$ cat src/rtl/rename_pkg.sv
// Shared sizing defaults and the RAT entry type for the rename unit.
package rename_pkg;

  localparam int AREGS_DEF = 32;
  localparam int PREGS_DEF = 64;
  localparam int AW_DEF    = 5;
  localparam int PW_DEF    = 6;

  typedef logic [PW_DEF-1:0] rat_entry_t;

endpackage

$ cat src/rtl/rename_unit_if.sv
// Rename-stage bus: decode input, free-list pop, commit port and the renamed output.
interface rename_unit_if #(
  parameter int AW = rename_pkg::AW_DEF,
  parameter int PW = rename_pkg::PW_DEF
);

  logic          stall;
  logic          flush;
  logic          in_valid;
  logic [AW-1:0] in_rs;
  logic [AW-1:0] in_rt;
  logic [AW-1:0] in_rd;
  logic          in_rd_we;
  logic          in_ready;
  logic          free_deque;
  logic [PW-1:0] free_data;
  logic          free_empty;
  logic          commit_valid;
  logic [AW-1:0] commit_areg;
  logic [PW-1:0] commit_preg;
  logic          out_valid;
  logic [PW-1:0] out_ps;
  logic [PW-1:0] out_pt;
  logic [PW-1:0] out_pd;
  logic [PW-1:0] out_old_pd;
  logic          out_rd_we;

  modport slave (
    input  stall, flush, in_valid, in_rs, in_rt, in_rd, in_rd_we,
    input  free_data, free_empty, commit_valid, commit_areg, commit_preg,
    output in_ready, free_deque,
    output out_valid, out_ps, out_pt, out_pd, out_old_pd, out_rd_we
  );

  modport master (
    output stall, flush, in_valid, in_rs, in_rt, in_rd, in_rd_we,
    output free_data, free_empty, commit_valid, commit_areg, commit_preg,
    input  in_ready, free_deque,
    input  out_valid, out_ps, out_pt, out_pd, out_old_pd, out_rd_we
  );

endinterface

$ cat src/rtl/rename_rat.sv
// Register alias table: identity map on reset, two combinational read ports,
// one write port and a whole-table load that takes priority over the write.
module rename_rat #(
  parameter int AREGS = rename_pkg::AREGS_DEF,
  parameter int PW    = rename_pkg::PW_DEF,
  parameter int AW    = rename_pkg::AW_DEF
) (
  input  logic          clk,
  input  logic          reset,
  input  logic [AW-1:0] ra0_i,
  input  logic [AW-1:0] ra1_i,
  output logic [PW-1:0] rd0_o,
  output logic [PW-1:0] rd1_o,
  input  logic          we_i,
  input  logic [AW-1:0] wa_i,
  input  logic [PW-1:0] wd_i,
  input  logic          load_i,
  input  logic [PW-1:0] load_data_i [AREGS],
  output logic [PW-1:0] tbl_o [AREGS]
);

  logic [PW-1:0] tbl_q [AREGS];

  generate
    for (genvar gi = 0; gi < AREGS; gi++) begin : g_entry
      always_ff @(posedge clk or negedge reset) begin
        if (!reset) begin
          tbl_q[gi] <= PW'(gi);
        end else if (load_i) begin
          tbl_q[gi] <= load_data_i[gi];
        end else if (we_i && (wa_i == AW'(gi))) begin
          tbl_q[gi] <= wd_i;
        end
      end
      assign tbl_o[gi] = tbl_q[gi];
    end
  endgenerate

  assign rd0_o = tbl_q[ra0_i];
  assign rd1_o = tbl_q[ra1_i];

endmodule

$ cat src/rtl/rename_unit.sv
// Register rename stage with speculative and retirement RATs and flush recovery.
// Optional RENAME_ZERO_REG_EN pins arch r0 to physical 0 (no pop, commits ignored).
module rename_unit
  import rename_pkg::*;
#(
  parameter int AREGS = AREGS_DEF,
  parameter int PREGS = PREGS_DEF,
  parameter int AW    = AW_DEF,
  parameter int PW    = PW_DEF
) (
  input logic           clk,
  input logic           reset,
  rename_unit_if.slave  bus
);

  generate
    if (AREGS > PREGS || PREGS > (1 << PW) || AREGS > (1 << AW)) begin : g_bad_cfg
      $error("rename_unit: inconsistent AREGS/PREGS/AW/PW");
    end
  endgenerate

  logic          eff_we;
  logic          commit_we;
  logic          in_ready;
  logic          accept;
  logic          spec_we;
  logic [PW-1:0] spec_ps;
  logic [PW-1:0] spec_pt;
  logic [PW-1:0] unused_ret_rd0;
  logic [PW-1:0] unused_ret_rd1;
  logic [PW-1:0] spec_tbl  [AREGS];
  logic [PW-1:0] ret_tbl   [AREGS];
  logic [PW-1:0] flush_tbl [AREGS];

  logic          out_valid_q;
  logic [PW-1:0] out_ps_q;
  logic [PW-1:0] out_pt_q;
  logic [PW-1:0] out_pd_q;
  logic [PW-1:0] out_old_pd_q;
  logic          out_rd_we_q;

`ifdef RENAME_ZERO_REG_EN
  assign eff_we    = bus.in_rd_we & (bus.in_rd != '0);
  assign commit_we = bus.commit_valid & (bus.commit_areg != '0);
`else
  assign eff_we    = bus.in_rd_we;
  assign commit_we = bus.commit_valid;
`endif

  assign in_ready       = ~bus.stall & ~bus.flush & (~bus.in_rd_we | ~bus.free_empty);
  assign accept         = bus.in_valid & in_ready;
  assign spec_we        = accept & eff_we;
  assign bus.in_ready   = in_ready;
  assign bus.free_deque = spec_we;

  // Flush recovery must see a commit retiring in the same cycle.
  generate
    for (genvar gi = 0; gi < AREGS; gi++) begin : g_flush
      assign flush_tbl[gi] = (commit_we && (bus.commit_areg == AW'(gi))) ?
                             bus.commit_preg : ret_tbl[gi];
    end
  endgenerate

  rename_rat #(.AREGS(AREGS), .PW(PW), .AW(AW)) u_spec_rat (
    .clk         (clk),
    .reset       (reset),
    .ra0_i       (bus.in_rs),
    .ra1_i       (bus.in_rt),
    .rd0_o       (spec_ps),
    .rd1_o       (spec_pt),
    .we_i        (spec_we),
    .wa_i        (bus.in_rd),
    .wd_i        (bus.free_data),
    .load_i      (bus.flush),
    .load_data_i (flush_tbl),
    .tbl_o       (spec_tbl)
  );

  rename_rat #(.AREGS(AREGS), .PW(PW), .AW(AW)) u_ret_rat (
    .clk         (clk),
    .reset       (reset),
    .ra0_i       (bus.commit_areg),
    .ra1_i       (bus.in_rd),
    .rd0_o       (unused_ret_rd0),
    .rd1_o       (unused_ret_rd1),
    .we_i        (commit_we),
    .wa_i        (bus.commit_areg),
    .wd_i        (bus.commit_preg),
    .load_i      (1'b0),
    .load_data_i (spec_tbl),
    .tbl_o       (ret_tbl)
  );

  always_ff @(posedge clk or negedge reset) begin
    if (!reset) begin
      out_valid_q  <= 1'b0;
      out_ps_q     <= '0;
      out_pt_q     <= '0;
      out_pd_q     <= '0;
      out_old_pd_q <= '0;
      out_rd_we_q  <= 1'b0;
    end else if (bus.flush) begin
      out_valid_q <= 1'b0;
    end else if (!bus.stall) begin
      if (accept) begin
        out_valid_q  <= 1'b1;
        out_ps_q     <= spec_ps;
        out_pt_q     <= spec_pt;
        out_pd_q     <= eff_we ? bus.free_data : '0;
        out_old_pd_q <= eff_we ? spec_tbl[bus.in_rd] : '0;
        out_rd_we_q  <= eff_we;
      end else begin
        out_valid_q <= 1'b0;
      end
    end
  end

  assign bus.out_valid  = out_valid_q;
  assign bus.out_ps     = out_ps_q;
  assign bus.out_pt     = out_pt_q;
  assign bus.out_pd     = out_pd_q;
  assign bus.out_old_pd = out_old_pd_q;
  assign bus.out_rd_we  = out_rd_we_q;

endmodule
$ cat src/flat_wrapper.sv
// flat-port wrapper written by rule: the top's interface ports become plain ports
module rename_unit_flat import rename_pkg::*;
#(
  parameter int AREGS = AREGS_DEF,
  parameter int PREGS = PREGS_DEF,
  parameter int AW    = AW_DEF,
  parameter int PW    = PW_DEF
)
  (clk, reset, bus_stall, bus_flush, bus_in_valid, bus_in_rs, bus_in_rt, bus_in_rd, bus_in_rd_we, bus_free_data, bus_free_empty, bus_commit_valid, bus_commit_areg, bus_commit_preg, bus_in_ready, bus_free_deque, bus_out_valid, bus_out_ps, bus_out_pt, bus_out_pd, bus_out_old_pd, bus_out_rd_we);
  rename_unit_if #(.AW(AW), .PW(PW)) bus_i ();
  input logic clk;
  input logic reset;
  input wire logic [$bits(bus_i.stall)-1:0] bus_stall;
  input wire logic [$bits(bus_i.flush)-1:0] bus_flush;
  input wire logic [$bits(bus_i.in_valid)-1:0] bus_in_valid;
  input wire logic [$bits(bus_i.in_rs)-1:0] bus_in_rs;
  input wire logic [$bits(bus_i.in_rt)-1:0] bus_in_rt;
  input wire logic [$bits(bus_i.in_rd)-1:0] bus_in_rd;
  input wire logic [$bits(bus_i.in_rd_we)-1:0] bus_in_rd_we;
  input wire logic [$bits(bus_i.free_data)-1:0] bus_free_data;
  input wire logic [$bits(bus_i.free_empty)-1:0] bus_free_empty;
  input wire logic [$bits(bus_i.commit_valid)-1:0] bus_commit_valid;
  input wire logic [$bits(bus_i.commit_areg)-1:0] bus_commit_areg;
  input wire logic [$bits(bus_i.commit_preg)-1:0] bus_commit_preg;
  output wire logic [$bits(bus_i.in_ready)-1:0] bus_in_ready;
  output wire logic [$bits(bus_i.free_deque)-1:0] bus_free_deque;
  output wire logic [$bits(bus_i.out_valid)-1:0] bus_out_valid;
  output wire logic [$bits(bus_i.out_ps)-1:0] bus_out_ps;
  output wire logic [$bits(bus_i.out_pt)-1:0] bus_out_pt;
  output wire logic [$bits(bus_i.out_pd)-1:0] bus_out_pd;
  output wire logic [$bits(bus_i.out_old_pd)-1:0] bus_out_old_pd;
  output wire logic [$bits(bus_i.out_rd_we)-1:0] bus_out_rd_we;
  assign bus_i.stall = bus_stall;
  assign bus_i.flush = bus_flush;
  assign bus_i.in_valid = bus_in_valid;
  assign bus_i.in_rs = bus_in_rs;
  assign bus_i.in_rt = bus_in_rt;
  assign bus_i.in_rd = bus_in_rd;
  assign bus_i.in_rd_we = bus_in_rd_we;
  assign bus_i.free_data = bus_free_data;
  assign bus_i.free_empty = bus_free_empty;
  assign bus_i.commit_valid = bus_commit_valid;
  assign bus_i.commit_areg = bus_commit_areg;
  assign bus_i.commit_preg = bus_commit_preg;
  assign bus_in_ready = bus_i.in_ready;
  assign bus_free_deque = bus_i.free_deque;
  assign bus_out_valid = bus_i.out_valid;
  assign bus_out_ps = bus_i.out_ps;
  assign bus_out_pt = bus_i.out_pt;
  assign bus_out_pd = bus_i.out_pd;
  assign bus_out_old_pd = bus_i.out_old_pd;
  assign bus_out_rd_we = bus_i.out_rd_we;
  rename_unit #(.AREGS(AREGS), .PREGS(PREGS), .AW(AW), .PW(PW)) u_core (.clk(clk), .reset(reset), .bus(bus_i));
endmodule
$ cat config.mk
export PLATFORM = sky130hd
export DESIGN_NAME = rename_unit_flat
export DESIGN_NICKNAME = d
export VERILOG_FILES = /design/src/rtl/rename_pkg.sv /design/src/rtl/rename_unit_if.sv /design/src/rtl/rename_rat.sv /design/src/rtl/rename_unit.sv /design/src/flat_wrapper.sv
export SDC_FILE = /design/constraint.sdc
export NUM_CORES = 1
export LEC_CHECK = 0
export CAP_MARGIN = 10
export CORE_ASPECT_RATIO = 1.1
export CORE_MARGIN = 2
export CORE_UTILIZATION = 30
export CTS_CLUSTER_SIZE = 20
export DETAILED_ROUTE_END_ITERATION = 8
export HOLD_SLACK_MARGIN = 0.08
export PLACE_DENSITY = 0.46
export SLEW_MARGIN = 25
export SYNTH_ARGS = -nofsm -noshare
export SYNTH_HDL_FRONTEND = slang
export SYNTH_SLANG_ARGS = --single-unit
export TNS_END_PERCENT = 100
$ cat constraint.sdc
create_clock -name clk -period 2.5 [get_ports clk]
set_clock_uncertainty 0.05 [all_clocks]
set_input_delay 0.75 -clock clk [delete_from_list [all_inputs] [get_ports clk]]
set_output_delay 0.75 -clock clk [all_outputs]
set_load 0.05 [all_outputs]
==> impl_metrics.prom, run 1 <==
# TYPE chip_impl_metric gauge
chip_impl_metric{name="route.vias.total",unit=""} 16500
chip_impl_metric{name="worstPathRequired",unit="ps"} 2930
chip_impl_metric{name="place.port_buffers",unit=""} 67
chip_impl_metric{name="grt_start_max_net_pins",unit=""} 109
chip_impl_metric{name="routabilityCongestion",unit=""} 0.934
chip_impl_metric{name="chipHeight",unit="µm"} 293
chip_impl_metric{name="globalRouteOverflowTotal",unit=""} 0
chip_impl_metric{name="fmaxAchievable",unit="MHz"} 404
chip_impl_metric{name="synth.ff_latch_count",unit=""} 410
chip_impl_metric{name="grt_antenna_before_repair",unit=""} 4
chip_impl_metric{name="route.antenna.remaining_nets",unit=""} 0
chip_impl_metric{name="core_area",unit="µm²"} 74900
chip_impl_metric{name="post_place_instance_area",unit="µm²"} 26500
chip_impl_info{name="critPathTopFamily",value="compound AO/OA/AOI/OAI gates"} 1
chip_impl_metric{name="worst_ir_drop_vdd",unit="mV"} 0.477
chip_impl_metric{name="synthToLayoutAreaGrowth",unit="%"} 23.9
chip_impl_metric{name="timing.max_cap.violations",unit=""} 0
chip_impl_metric{name="synthesized_area",unit="µm²"} 22800
chip_impl_info{name="crit_chain",value="clkdlybuf4s50_1 > nor2_2 > buf_12 > a22o_1 > a221oi_1 > o22ai_2 > o41ai_1"} 1
chip_impl_metric{name="finalNetCount",unit=""} 2105
chip_impl_info{name="worstHoldPathType",value="primary input to asynchronous set/reset pin"} 1
chip_impl_metric{name="fin_area",unit="µm²"} 28200
chip_impl_metric{name="place_worst_setup_slack",unit="ps"} -765
chip_impl_metric{name="io_pins",unit=""} 68
chip_impl_metric{name="postSynthNetCount",unit=""} 1878
chip_impl_metric{name="post_synth_mux_area_share",unit="%"} 37.1
chip_impl_metric{name="placed_cells",unit=""} 2972
chip_impl_metric{name="clock-sinks",unit=""} 410
chip_impl_metric{name="synthCells",unit=""} 1838
chip_impl_metric{name="power.total",unit="mW"} 22.2
chip_impl_metric{name="setup_ws",unit="ps"} 23.7
chip_impl_metric{name="clk_path_buf_depth",unit=""} 3
chip_impl_metric{name="post_drt_via_cell_ratio",unit=""} 5.37
chip_impl_metric{name="wl_per_cell",unit="µm"} 27.4
chip_impl_info{name="synth_top_family_by_area",value="multiplexers"} 1
chip_impl_metric{name="insertion_delay",unit="ps"} 600
chip_impl_info{name="critPathSlowestCell",value="sky130_fd_sc_hd__clkdlybuf4s50_1"} 1
chip_impl_info{name="setup.worst_path.start_class",value="primary input"} 1
chip_impl_metric{name="fill_cells",unit=""} 7267
chip_impl_metric{name="synth-compound-area-share",unit="%"} 7.98
chip_impl_metric{name="totalNegativeSetupSlack",unit="ps"} 0
chip_impl_metric{name="synthesis.yosys.warnings",unit=""} 0
chip_impl_metric{name="cts_inserted_buffers",unit=""} 48
chip_impl_metric{name="final.min_clock_period",unit="ps"} 2480
chip_impl_metric{name="grt_pass1_wl",unit="µm"} 123000
chip_impl_metric{name="first_global_vias",unit=""} 17100
chip_impl_metric{name="post-route-drc-count",unit=""} 0
chip_impl_metric{name="worstPathMaxFanout",unit=""} 19
chip_impl_info{name="path_class",value="primary input to flop"} 1
chip_impl_metric{name="power.static_leakage",unit="nW"} 12.4
chip_impl_metric{name="die_area",unit="µm²"} 78100
chip_impl_metric{name="timing.final.crit_share",unit="%"} 99.1
chip_impl_metric{name="stdcell_count",unit=""} 3069
chip_impl_metric{name="cp.buffers_inverters",unit=""} 2
chip_impl_metric{name="cp_data_arrival_time",unit="ps"} 2910
chip_impl_metric{name="adder_cell_share_of_the_synthesized_area",unit="%"} 0
chip_impl_metric{name="worst_slew_pin_slew",unit="ps"} 777
chip_impl_metric{name="wirelength",unit="µm"} 84100
chip_impl_metric{name="drt_iter0_drc",unit=""} 1124
chip_impl_metric{name="max_slew_margin",unit="%"} 48.2
chip_impl_metric{name="cellPowerDensity",unit="nW/µm²"} 788
chip_impl_metric{name="clock_tree.htree_level_count",unit=""} 2
chip_impl_metric{name="die-width",unit="µm"} 267
chip_impl_metric{name="synth_sequential_area_ratio",unit="%"} 45.9
chip_impl_info{name="cts_tree",value="done"} 1
chip_impl_metric{name="drv_slew",unit=""} 0
chip_impl_metric{name="cts.hold.buffers_added",unit=""} 0
chip_impl_metric{name="synthSimpleGateAreaFrac",unit="%"} 6.08
chip_impl_metric{name="slowest_cell_delay_on_critical_path",unit="ps"} 650
chip_impl_info{name="timing.critical_path.to_type",value="flop"} 1
chip_impl_metric{name="row_count",unit=""} 105
chip_impl_info{name="outcome",value="finished clean"} 1
chip_impl_metric{name="drt_pass1_iterations",unit=""} 5
chip_impl_metric{name="path_clk_slew",unit="ps"} 70
chip_impl_metric{name="post-dp-hpwl",unit="µm"} 59100
chip_impl_metric{name="hold_violations",unit=""} 0
chip_impl_metric{name="layout_cell_share_with_drive_strength_beyond_1",unit="%"} 47.6
chip_impl_info{name="clock_tree_root_driver_cell",value="sky130_fd_sc_hd__clkbuf_16"} 1
chip_impl_metric{name="report.final.setup_viol",unit=""} 0
chip_impl_metric{name="grtUsageTotal",unit="%"} 21.6
chip_impl_metric{name="initial_utilization",unit="%"} 30.4
chip_impl_metric{name="average_cell_area_after_synthesis",unit="µm²"} 12.4
chip_impl_metric{name="yosys.area_share.xor_xnor",unit="%"} 0
chip_impl_metric{name="synth.distinct_cells",unit=""} 47
chip_impl_info{name="rsz0062_at_grt",value="false"} 1
-- worst register-to-register path: stages, from the launching register on --
cell and delay, ps:
sky130_fd_sc_hd__dfstp_2 600, sky130_fd_sc_hd__mux2i_1 100, sky130_fd_sc_hd__a22o_1 270, sky130_fd_sc_hd__a221oi_1 350, sky130_fd_sc_hd__o22ai_2 220, sky130_fd_sc_hd__o41ai_1 390
-- synth_stat cells, drive strengths merged --
| cell | number | area (µm²) |
|---|---|---|
| or2 | 2 | 12.5 |
| nand2 | 151 | 567 |
| nand2b | 12 | 75.1 |
| and2b | 1 | 8.76 |
| o31ai | 2 | 15.0 |
| mux2i | 321 | 3210 |
| and3 | 1 | 6.26 |
| o21ai | 106 | 531 |
| nor2b | 12 | 75.1 |
| mux2 | 387 | 4360 |
| a211oi | 4 | 30.0 |
| inv | 1 | 3.75 |
| nor2 | 31 | 149 |
| a21oi | 28 | 140 |
| nor4 | 1 | 6.26 |
| nand3 | 20 | 220 |
| a221oi | 24 | 210 |
| and2 | 4 | 25.0 |
| nor3b | 2 | 15.0 |
| o22ai | 12 | 75.1 |
| a22oi | 57 | 428 |
| nand4 | 9 | 126 |
| clkbuf | 95 | 358 |
| and3b | 2 | 17.5 |
| nand4b | 3 | 26.3 |
| a22o | 27 | 236 |
| dfrtp | 250 | 6260 |
| mux4 | 39 | 878 |
| a41oi | 3 | 26.3 |
| a221o | 2 | 20.0 |
| nor3 | 7 | 55.1 |
| dfstp | 160 | 4200 |
| buf | 50 | 302 |
| o41ai | 12 | 105 |
-- flip-flops by register name, indices dropped and copies added (netlist names) --
register and count:
u_core.bus.out_rd_we 1, u_core.bus.out_ps 6, u_core.bus.out_pt 6, u_core.u_spec_rat.tbl_o 192
u_core.bus.out_valid 1, u_core.u_ret_rat.tbl_o 192, u_core.bus.out_pd 6, u_core.bus.out_old_pd 6
-- through the flow --
stage,hold WS (ps),utilization [%]
global route,102,37.7
CTS,85.6,37.6
floorplan,404,-
detailed placement,429,35.4
finish,83.3,37.7
global placement,415,35.4
-- final cells by class --
class                           instances  area, µm²  share of cell area [%]
Inverter                                1       6.26                  0.0222
Clock buffer                           72       1420                    5.04
Timing Repair Buffer                  322       3140                    11.1
Multi-Input combinational cell       1282      11700                    41.6
Sequential cell                       410      10500                    37.1
Antenna cell                            2       5.00                  0.0177
Clock inverter                         17        243                   0.860
Tap cell                              963       1200                    4.27
-- worst paths after layout --
check,start,to,slack [ps],cells past startpoint
min in group clk,u_core.bus.out_pd[5]$_DFFE_PN0P_,u_core.bus.out_pd[5]$_DFFE_PN0P_,440,2
hold reg to reg,u_core.bus.out_pd[5]$_DFFE_PN0P_,u_core.bus.out_pd[5]$_DFFE_PN0P_,440,2
setup / recovery,bus_in_rs[2],u_core.bus.out_ps[0]$_DFFE_PN0P_,20,7
hold / removal,reset,u_core.u_ret_rat.tbl_o[101]$_DFF_PN0_,80,1
setup reg to reg,u_core.u_spec_rat.tbl_o[180]$_DFFE_PN1P_,u_core.bus.out_ps[0]$_DFFE_PN0P_,410,5
max in group asynchronous,reset,u_core.u_ret_rat.tbl_o[46]$_DFF_PN1_,1510,2
-- power breakdown --
group	switching (mW)	internal, mW
Combinational	2.57	2.56
Sequential	1.30	8.36
Clock	2.99	4.46
Total	6.86	15.4
-- placed cells by master, fill, tap and decap left out, drive strengths merged, types with 5 or more instances in the layout --
cell type | synthesis | final
a21oi | 28 | 28
a221oi | 24 | 24
a22o | 27 | 27
a22oi | 57 | 57
buf | 50 | 285
bufinv | 0 | 5
clkbuf | 95 | 73
clkdlybuf4s50 | 0 | 14
clkinv | 0 | 5
dfrtp | 250 | 250
dfstp | 160 | 160
dlygate4sd2 | 0 | 19
mux2 | 387 | 387
mux2i | 321 | 321
mux4 | 39 | 39
nand2 | 151 | 151
nand2b | 12 | 12
nand3 | 20 | 20
nand4 | 9 | 9
nor2 | 31 | 31
nor2b | 12 | 12
nor3 | 7 | 7
o21ai | 106 | 106
o22ai | 12 | 12
o41ai | 12 | 12
-- what timing repair did --
item	4_1_cts	5_1_grt
pin swaps	1	2
setup buffers	3	3
setup endpoints to repair	23	15
resized for setup	33	12
-- layer usage --
| layer | track usage (%) | vias to the layer above | wire (µm) |
|---|---|---|---|
| met3 | 2.55 | 105 | 3260 |
| met4 | 5.60 | 0 | 2190 |
| met5 | 0 | - | 0 |
| li1 | - | 7300 | - |
| met2 | 35.1 | 399 | 39400 |
| met1 | 30.6 | 8669 | 39300 |
-- logic make-up after synthesis --
family,count (synthesis)
buffers and inverters,146
DFF,410
and+or+nand+nor,258
AOI/OAI and AO/OA,277
muxes,747
Note: power is estimated with default switching activity, not from simulation.
==> run 2, diff against run 1 <==
==> constraint.sdc (replaced) <==
create_clock -name clk -period 2.83 [get_ports clk]
set_clock_uncertainty 0.05 [all_clocks]
set_input_delay 0.849 -clock clk [delete_from_list [all_inputs] [get_ports clk]]
set_output_delay 0.849 -clock clk [all_outputs]
set_load 0.05 [all_outputs]
==> run 2 against run 1 <==
Setup slack got worse by 10 ps. Global-route usage barely moved. Clock-buffer cell count fell by 7. Clock power fell by 9.1%. Die area did not move. Critical path depth fell by 6. Power fell by 11%. Core utilization fell by 0.35 points. Sequential share of layout area rose by 0.35 points. Non-clock buffer count fell by 34. Critical endpoint is now bus_out_old_pd[5]. Largest power group unchanged.
==> impl_metrics.prom, run 2 (synthesis gave the netlist of run 1 again) <==
# TYPE chip_impl_metric gauge
chip_impl_info{name="clock_tree_root_driver_cell",value="sky130_fd_sc_hd__clkbuf_16"} 1
chip_impl_metric{name="cp_data_arrival_time",unit="ps"} 1920
chip_impl_metric{name="post_place_instance_area",unit="µm²"} 26200
chip_impl_metric{name="grt_start_max_net_pins",unit=""} 181
chip_impl_metric{name="fmaxAchievable",unit="MHz"} 355
chip_impl_metric{name="route.vias.total",unit=""} 16200
chip_impl_metric{name="post-route-util",unit="%"} 37.3
chip_impl_info{name="setup.worst_path.start_class",value="flop"} 1
chip_impl_metric{name="grt_antenna_before_repair",unit=""} 1
chip_impl_metric{name="worst_slew_pin_slew",unit="ps"} 1150
chip_impl_metric{name="totalNegativeSetupSlack",unit="ps"} 0
chip_impl_metric{name="power.static_leakage",unit="nW"} 12.2
chip_impl_metric{name="insertion_delay",unit="ps"} 600
chip_impl_metric{name="layout_cell_share_with_drive_strength_beyond_1",unit="%"} 45.8
chip_impl_metric{name="clock-sinks",unit=""} 410
chip_impl_metric{name="fin_area",unit="µm²"} 28000
chip_impl_metric{name="wl_per_cell",unit="µm"} 27.7
chip_impl_metric{name="route.antenna.remaining_nets",unit=""} 0
chip_impl_metric{name="core_area",unit="µm²"} 74900
chip_impl_metric{name="worstPathRequired",unit="ps"} 1930
chip_impl_metric{name="grtUsageTotal",unit="%"} 21.7
chip_impl_metric{name="multiInputGateArea",unit="µm²"} 11700
chip_impl_metric{name="antennaDiodeCount",unit=""} 0
chip_impl_metric{name="synthToLayoutAreaGrowth",unit="%"} 22.8
chip_impl_info{name="rsz0062_at_grt",value="false"} 1
chip_impl_metric{name="post-route-drc-count",unit=""} 0
chip_impl_metric{name="worstPathMaxFanout",unit=""} 2
chip_impl_metric{name="row_count",unit=""} 105
chip_impl_metric{name="slowest_cell_delay_on_critical_path",unit="ps"} 870
chip_impl_info{name="mostFrequentLayoutCell",value="sky130_fd_sc_hd__mux2_2"} 1
chip_impl_metric{name="drv_slew",unit=""} 0
chip_impl_info{name="critPathTopFamily",value="buffers and inverters"} 1
chip_impl_metric{name="chipHeight",unit="µm"} 293
chip_impl_info{name="outcome",value="finished clean"} 1
chip_impl_info{name="cts_tree",value="done"} 1
chip_impl_metric{name="cp.buffers_inverters",unit=""} 1
chip_impl_metric{name="wirelength",unit="µm"} 83900
chip_impl_metric{name="routabilityCongestion",unit=""} 0.950
chip_impl_metric{name="globalRouteOverflowTotal",unit=""} 0
chip_impl_metric{name="power.total",unit="mW"} 19.7
chip_impl_metric{name="hold_violations",unit=""} 0
chip_impl_metric{name="cts_inserted_buffers",unit=""} 47
chip_impl_metric{name="drt_iter0_drc",unit=""} 1226
chip_impl_metric{name="max_slew_margin",unit="%"} 23.4
chip_impl_metric{name="place_worst_setup_slack",unit="ps"} -452
chip_impl_metric{name="clock_tree.htree_level_count",unit=""} 2
chip_impl_metric{name="timing.final.crit_share",unit="%"} 99.5
chip_impl_metric{name="finalNetCount",unit=""} 2070
chip_impl_metric{name="io_pins",unit=""} 68
chip_impl_info{name="commonest_cells_after_routing_fill_and_taps_aside",value="sky130_fd_sc_hd__mux2_2 (384), sky130_fd_sc_hd__mux2i_1 (321), sky130_fd_sc_hd__dfrtp_1 (250)"} 1
chip_impl_metric{name="final.min_clock_period",unit="ps"} 2820
chip_impl_metric{name="timing.max_cap.violations",unit=""} 0
chip_impl_metric{name="first_global_vias",unit=""} 17100
chip_impl_metric{name="initial_utilization",unit="%"} 30.4
chip_impl_info{name="critPathSlowestCell",value="sky130_fd_sc_hd__clkdlybuf4s50_1"} 1
chip_impl_metric{name="path_clk_slew",unit="ps"} 60
chip_impl_metric{name="register_area",unit="µm²"} 10500
chip_impl_metric{name="die-width",unit="µm"} 267
chip_impl_metric{name="post_drt_via_cell_ratio",unit=""} 5.35
chip_impl_metric{name="place.port_buffers",unit=""} 67
chip_impl_metric{name="grt_pass1_wl",unit="µm"} 123000
chip_impl_metric{name="post-dp-hpwl",unit="µm"} 58500
chip_impl_info{name="path_class",value="flop to primary output"} 1
chip_impl_metric{name="fill_cells",unit=""} 7273
chip_impl_info{name="worstHoldPathType",value="flop to flop"} 1
chip_impl_metric{name="report.final.setup_viol",unit=""} 0
chip_impl_metric{name="setup_ws",unit="ps"} 13.4
chip_impl_metric{name="drt_pass1_iterations",unit=""} 5
chip_impl_info{name="crit_chain",value="clkdlybuf4s50_1"} 1
chip_impl_info{name="timing.critical_path.to_type",value="primary output"} 1
chip_impl_metric{name="cellPowerDensity",unit="nW/µm²"} 705
chip_impl_metric{name="clk_path_buf_depth",unit=""} 3
chip_impl_metric{name="worst_ir_drop_vdd",unit="mV"} 0.346
chip_impl_metric{name="die_area",unit="µm²"} 78100
[run 2: cell types whose count changed in the layout (fill, tap and decap cells not counted), moves of 3 or more]
cell | previous run | this run
sky130_fd_sc_hd__buf_4 | 211 | 171
sky130_fd_sc_hd__clkdlybuf4s50_1 | 14 | 36
sky130_fd_sc_hd__dlygate4sd2_1 | 19 | 10
sky130_fd_sc_hd__clkbuf_8 | 11 | 6
sky130_fd_sc_hd__clkinv_2 | 2 | 7
sky130_fd_sc_hd__buf_2 | 14 | 10
sky130_fd_sc_hd__buf_6 | 6 | 3
sky130_fd_sc_hd__bufinv_16 | 5 | 8
sky130_fd_sc_hd__clkbuf_1 | 12 | 9
sky130_fd_sc_hd__clkinv_4 | 3 | 0
sky130_fd_sc_hd__nor3_2 | 1 | 4
sky130_fd_sc_hd__nor3_4 | 3 | 0
[run 2: path summary, 6_finish.rpt]
path / end / start / cells after the start / slack (ps)
hold reg to reg: u_core.u_ret_rat.tbl_o[74]$_DFF_PN0_ / u_core.u_ret_rat.tbl_o[74]$_DFF_PN0_ / 1 / 440
hold / removal: u_core.u_ret_rat.tbl_o[74]$_DFF_PN0_ / u_core.u_ret_rat.tbl_o[74]$_DFF_PN0_ / 1 / 440
setup reg to reg: u_core.bus.out_pt[1]$_DFFE_PN0P_ / u_core.u_spec_rat.tbl_o[49]$_DFFE_PN1P_ / 5 / 590
min in group asynchronous: u_core.u_spec_rat.tbl_o[109]$_DFFE_PN0P_ / reset / 2 / 680
setup / recovery: bus_out_old_pd[5] / u_core.bus.out_old_pd[5]$_DFFE_PN0P_ / 1 / 10
max in group asynchronous: u_core.u_spec_rat.tbl_o[86]$_DFFE_PN0P_ / reset / 3 / 1130
[run 2: where the power goes]
part	switching (mW)	internal [mW]
Clock	2.64	4.13
Sequential	1.14	7.38
Combinational	2.23	2.19
[run 2: per-stage QoR]
stage / hold WS, ps / cells
detailed placement: 427 / 2939
global route: 434 / 3031
floorplan: 417 / 1838
CTS: 419 / 3028
global placement: 415 / 2939
finish: 440 / 3031
[run 2: area by class of cell]
class,count,area share (%)
multi-input cells,1282,41.8
flip-flops and latches,410,37.4
repair buffers,288,10.4
clock buffers,65,4.89
well taps,963,4.31
clock inverters,22,1.20
inverters,1,0.0134
[run 2: what timing repair did]
action,CTS,global route
endpoints found under the setup margin,12,4
hold buffers,1,0
hold endpoints to repair,14,0
buffers inserted,1,3
pin swaps,0,1
gates resized for setup,12,4
[run 2: metal layers]
metal  routed length (µm)  share of wire (%)  vias to the layer above  GRT usage [%]
met5                   13              0.015                        -              0
met4                 2970                3.5                        2           7.63
met3                 3850                4.6                      116           3.34
met2                38400                 46                      405           34.1
met1                38700                 46                     8462           30.2
li1                     -                  -                     7225              -
[run 2: worst register-to-register path: stages, from the launching register on]
cell	delay, ps
sky130_fd_sc_hd__dfstp_2	600
sky130_fd_sc_hd__mux2i_1	100
sky130_fd_sc_hd__a22o_1	210
sky130_fd_sc_hd__a221oi_1	520
sky130_fd_sc_hd__o22ai_1	230
sky130_fd_sc_hd__o41ai_1	420
==> run 3, diff against run 2 <==
--- a/config.mk
+++ b/config.mk
@@ -5,6 +5,7 @@
 export SDC_FILE = /design/constraint.sdc
 export NUM_CORES = 1
 export LEC_CHECK = 0
+export ABC_AREA = 1
 export CAP_MARGIN = 10
 export CORE_ASPECT_RATIO = 1.1
 export CORE_MARGIN = 2
==> run 3 against run 2 <==
Die area shrank 1.4%. Synthesized cell count grew 75%. Setup slack gained 11 ps. Sequential share of layout area shrank 0.19 points. First-iteration DRC count grew 98%. Clock power shrank 2%.
==> impl_metrics.prom, run 3 <==
# TYPE chip_impl_metric gauge
chip_impl_info{name="outcome",value="finished clean"} 1
chip_impl_metric{name="worstPathMaxFanout",unit=""} 2
chip_impl_info{name="path_class",value="flop to primary output"} 1
chip_impl_info{name="yosys.cell_count.top_type",value="sky130_fd_sc_hd__nand2_1"} 1
chip_impl_info{name="timing.critical_path.to_type",value="primary output"} 1
chip_impl_info{name="clock_tree_root_driver_cell",value="sky130_fd_sc_hd__clkbuf_16"} 1
chip_impl_metric{name="synthToLayoutAreaGrowth",unit="%"} 25.3
chip_impl_metric{name="timing.final.crit_share",unit="%"} 99.1
chip_impl_info{name="cts_tree",value="done"} 1
chip_impl_metric{name="worstPathRequired",unit="ps"} 1930
chip_impl_metric{name="grtUsageTotal",unit="%"} 25.7
chip_impl_info{name="synth_top_cells_by_area",value="sky130_fd_sc_hd__nand2_1 (28%), sky130_fd_sc_hd__dfrtp_1 (28%), sky130_fd_sc_hd__dfstp_2 (19%)"} 1
chip_impl_metric{name="globalRouteOverflowTotal",unit=""} 0
chip_impl_metric{name="antennaDiodeCount",unit=""} 0
chip_impl_metric{name="first_global_vias",unit=""} 22400
chip_impl_metric{name="synth.distinct_cells",unit=""} 23
chip_impl_metric{name="core_area",unit="µm²"} 74400
chip_impl_metric{name="cts_inserted_buffers",unit=""} 47
chip_impl_metric{name="row_count",unit=""} 105
chip_impl_metric{name="grt_pass1_wl",unit="µm"} 148000
chip_impl_info{name="synth_largest_area_cell",value="sky130_fd_sc_hd__nand2_1"} 1
chip_impl_info{name="post_synth_top_cells",value="sky130_fd_sc_hd__nand2_1 (1667), sky130_fd_sc_hd__nand3_1 (479), sky130_fd_sc_hd__dfrtp_1 (250), sky130_fd_sc_hd__o21ai_0 (213), sky130_fd_sc_hd__dfstp_2 (160)"} 1
chip_impl_metric{name="post-route-drc-count",unit=""} 0
chip_impl_metric{name="io_pins",unit=""} 68
chip_impl_metric{name="power.static_leakage",unit="nW"} 13.1
chip_impl_metric{name="layout_cell_share_with_drive_strength_beyond_1",unit="%"} 18.2
chip_impl_metric{name="cp.buffers_inverters",unit=""} 1
chip_impl_metric{name="wl_per_cell",unit="µm"} 22.3
chip_impl_metric{name="cellPowerDensity",unit="nW/µm²"} 680
chip_impl_metric{name="routabilityCongestion",unit=""} 0.929
chip_impl_metric{name="die-width",unit="µm"} 265
chip_impl_metric{name="netlist.area_leader.share",unit="%"} 27.9
chip_impl_metric{name="worst_slew_pin_slew",unit="ps"} 753
chip_impl_metric{name="clk_path_buf_depth",unit=""} 3
chip_impl_metric{name="stdcell_count",unit=""} 4462
chip_impl_metric{name="synth-edff-count",unit=""} 0
chip_impl_metric{name="max_slew_margin",unit="%"} 49.8
chip_impl_metric{name="path_clk_slew",unit="ps"} 70
chip_impl_metric{name="drv_slew",unit=""} 0
chip_impl_info{name="worstHoldPathType",value="primary input to asynchronous set/reset pin"} 1
chip_impl_metric{name="wirelength",unit="µm"} 99300
chip_impl_info{name="setup.worst_path.start_class",value="flop"} 1
chip_impl_metric{name="worst_ir_drop_vdd",unit="mV"} 0.467
chip_impl_metric{name="average_cell_area_after_synthesis",unit="µm²"} 6.97
chip_impl_metric{name="synth.ff_latch_count",unit=""} 410
chip_impl_info{name="rsz0062_at_grt",value="false"} 1
chip_impl_info{name="commonest_cells_after_routing_fill_and_taps_aside",value="sky130_fd_sc_hd__nand2_1 (1667), sky130_fd_sc_hd__nand3_1 (479), sky130_fd_sc_hd__buf_4 (293)"} 1
chip_impl_metric{name="fraction_of_registers_with_async_set_or_reset_after_synthesis",unit="%"} 100
chip_impl_metric{name="clock_tree.htree_level_count",unit=""} 2
chip_impl_metric{name="report.final.setup_viol",unit=""} 0
chip_impl_metric{name="drt_pass1_iterations",unit=""} 9
chip_impl_metric{name="route.antenna.remaining_nets",unit=""} 0
chip_impl_metric{name="final.min_clock_period",unit="ps"} 2810
chip_impl_info{name="mostFrequentLayoutCell",value="sky130_fd_sc_hd__nand2_1"} 1
chip_impl_metric{name="postSynthNetCount",unit=""} 3260
chip_impl_metric{name="fmaxAchievable",unit="MHz"} 356
chip_impl_metric{name="finalNetCount",unit=""} 3501
chip_impl_metric{name="synth_sequential_area_ratio",unit="%"} 46.6
chip_impl_metric{name="synthesis.yosys.warnings",unit=""} 0
chip_impl_metric{name="synthesized_area",unit="µm²"} 22400
chip_impl_metric{name="grt_start_max_net_pins",unit=""} 127
chip_impl_metric{name="clock-sinks",unit=""} 410
chip_impl_info{name="crit_chain",value="clkdlybuf4s50_1"} 1
chip_impl_metric{name="fin_area",unit="µm²"} 28100
chip_impl_metric{name="synthCells",unit=""} 3220
chip_impl_metric{name="chipHeight",unit="µm"} 291
chip_impl_metric{name="initial_utilization",unit="%"} 30.2
chip_impl_metric{name="place_worst_setup_slack",unit="ps"} -282
chip_impl_metric{name="post-dp-hpwl",unit="µm"} 68700
chip_impl_metric{name="grt_antenna_before_repair",unit=""} 6
chip_impl_metric{name="setup_ws",unit="ps"} 24.8
chip_impl_metric{name="route.vias.total",unit=""} 23000
chip_impl_info{name="critPathSlowestCell",value="sky130_fd_sc_hd__clkdlybuf4s50_1"} 1
chip_impl_info{name="critPathTopFamily",value="buffers and inverters"} 1
chip_impl_metric{name="insertion_delay",unit="ps"} 600
chip_impl_metric{name="cp_data_arrival_time",unit="ps"} 1910
chip_impl_metric{name="hold_violations",unit=""} 0
chip_impl_metric{name="die_area",unit="µm²"} 77000
chip_impl_metric{name="timing.max_cap.violations",unit=""} 0
chip_impl_metric{name="slowest_cell_delay_on_critical_path",unit="ps"} 850
chip_impl_metric{name="final.hold.worst_slack",unit="ps"} 151
chip_impl_metric{name="post_place_instance_area",unit="µm²"} 26400
chip_impl_metric{name="placed_cells",unit=""} 4374
chip_impl_metric{name="post_drt_via_cell_ratio",unit=""} 5.15
chip_impl_info{name="synth-main-ff-cell",value="sky130_fd_sc_hd__dfrtp_1"} 1
chip_impl_metric{name="place.port_buffers",unit=""} 67
chip_impl_metric{name="drt_iter0_drc",unit=""} 2424
==> run 3: changes by cell type after synthesis, sizes merged, moves of 57 or more <==
cell and change:
mux2 -387, mux2i -321, a22oi -57, nand2 +1518, nand3 +460, nor2 +75
o21ai +107
==> run 3: path summary, 6_finish.rpt <==
path / startpoint / slack [ps] / depth (start not counted) / endpoint
setup / recovery: u_core.bus.out_old_pd[4]$_DFFE_PN0P_ / 20 / 1 / bus_out_old_pd[4]
hold / removal: reset / 150 / 1 / u_core.u_ret_rat.tbl_o[83]$_DFF_PN0_
setup reg to reg: u_core.u_spec_rat.tbl_o[140]$_DFFE_PN0P_ / 1150 / 6 / u_core.bus.out_old_pd[2]$_DFFE_PN0P_
hold reg to reg: u_core.bus.out_ps[2]$_DFFE_PN0P_ / 440 / 2 / u_core.bus.out_ps[2]$_DFFE_PN0P_
max in group asynchronous: reset / 1680 / 2 / u_core.u_ret_rat.tbl_o[169]$_DFF_PN1_
min in group clk: u_core.bus.out_ps[2]$_DFFE_PN0P_ / 440 / 2 / u_core.bus.out_ps[2]$_DFFE_PN0P_
==> run 3: routing by layer <==
metal / global-route usage (%) / vias up / part of all wire, %
met1: 35.9 / 11100 / 45
met2: 41.7 / 878 / 46
li1: - / 10800 / -
met4: 8.13 / 0 / 3.2
met5: 0 / - / 0
met3: 3.06 / 168 / 6.0
==> run 3: cell families (layout without fill, tap and decap cells) <==
group	Yosys count	count (layout)	synth area share, %
buffers and inverters	263	542	4.67
AO/OA/AOI/OAI	282	282	6.89
flip-flops	410	410	46.6
AND/OR/NAND/NOR	2265	2265	41.8
==> run 3: report_power, final <==
part / internal (mW) / switching, mW / leakage, nW
Combinational: 1.70 / 2.55 / 7.39
Sequential: 7.24 / 1.01 / 4.93
Clock: 3.96 / 2.65 / 0.808
==> run 3: stage by stage <==
| step | TNS, ps | util [%] | power [mW] |
|---|---|---|---|
| detailed placement | -7500 | 35.6 | 12.6 |
| floorplan | 0 | - | 10.2 |
| finish | 0 | 37.8 | 19.1 |
| CTS | 0 | 37.8 | 19.3 |
| global route | 0 | 37.8 | 20.1 |
| global placement | -33740 | 35.5 | 12.5 |
==> run 3: timing repair <==
item / in CTS / in global routing
endpoints found under the setup margin: 3 / 1
resized for setup: 2 / 1
gates cloned: 0 / 0
setup buffers: 1 / 0
hold buffers: 0 / 0
pin swaps: 1 / 0
==> run 3: area by class of cell <==
type,count,area (µm²)
Timing Repair Buffer,396,3610
Fill cell,7798,46200
Inverter,59,221
Sequential cell,410,10500
Clock inverter,17,263
Tap cell,963,1200
Multi-Input combinational cell,2547,11000
Clock buffer,70,1390
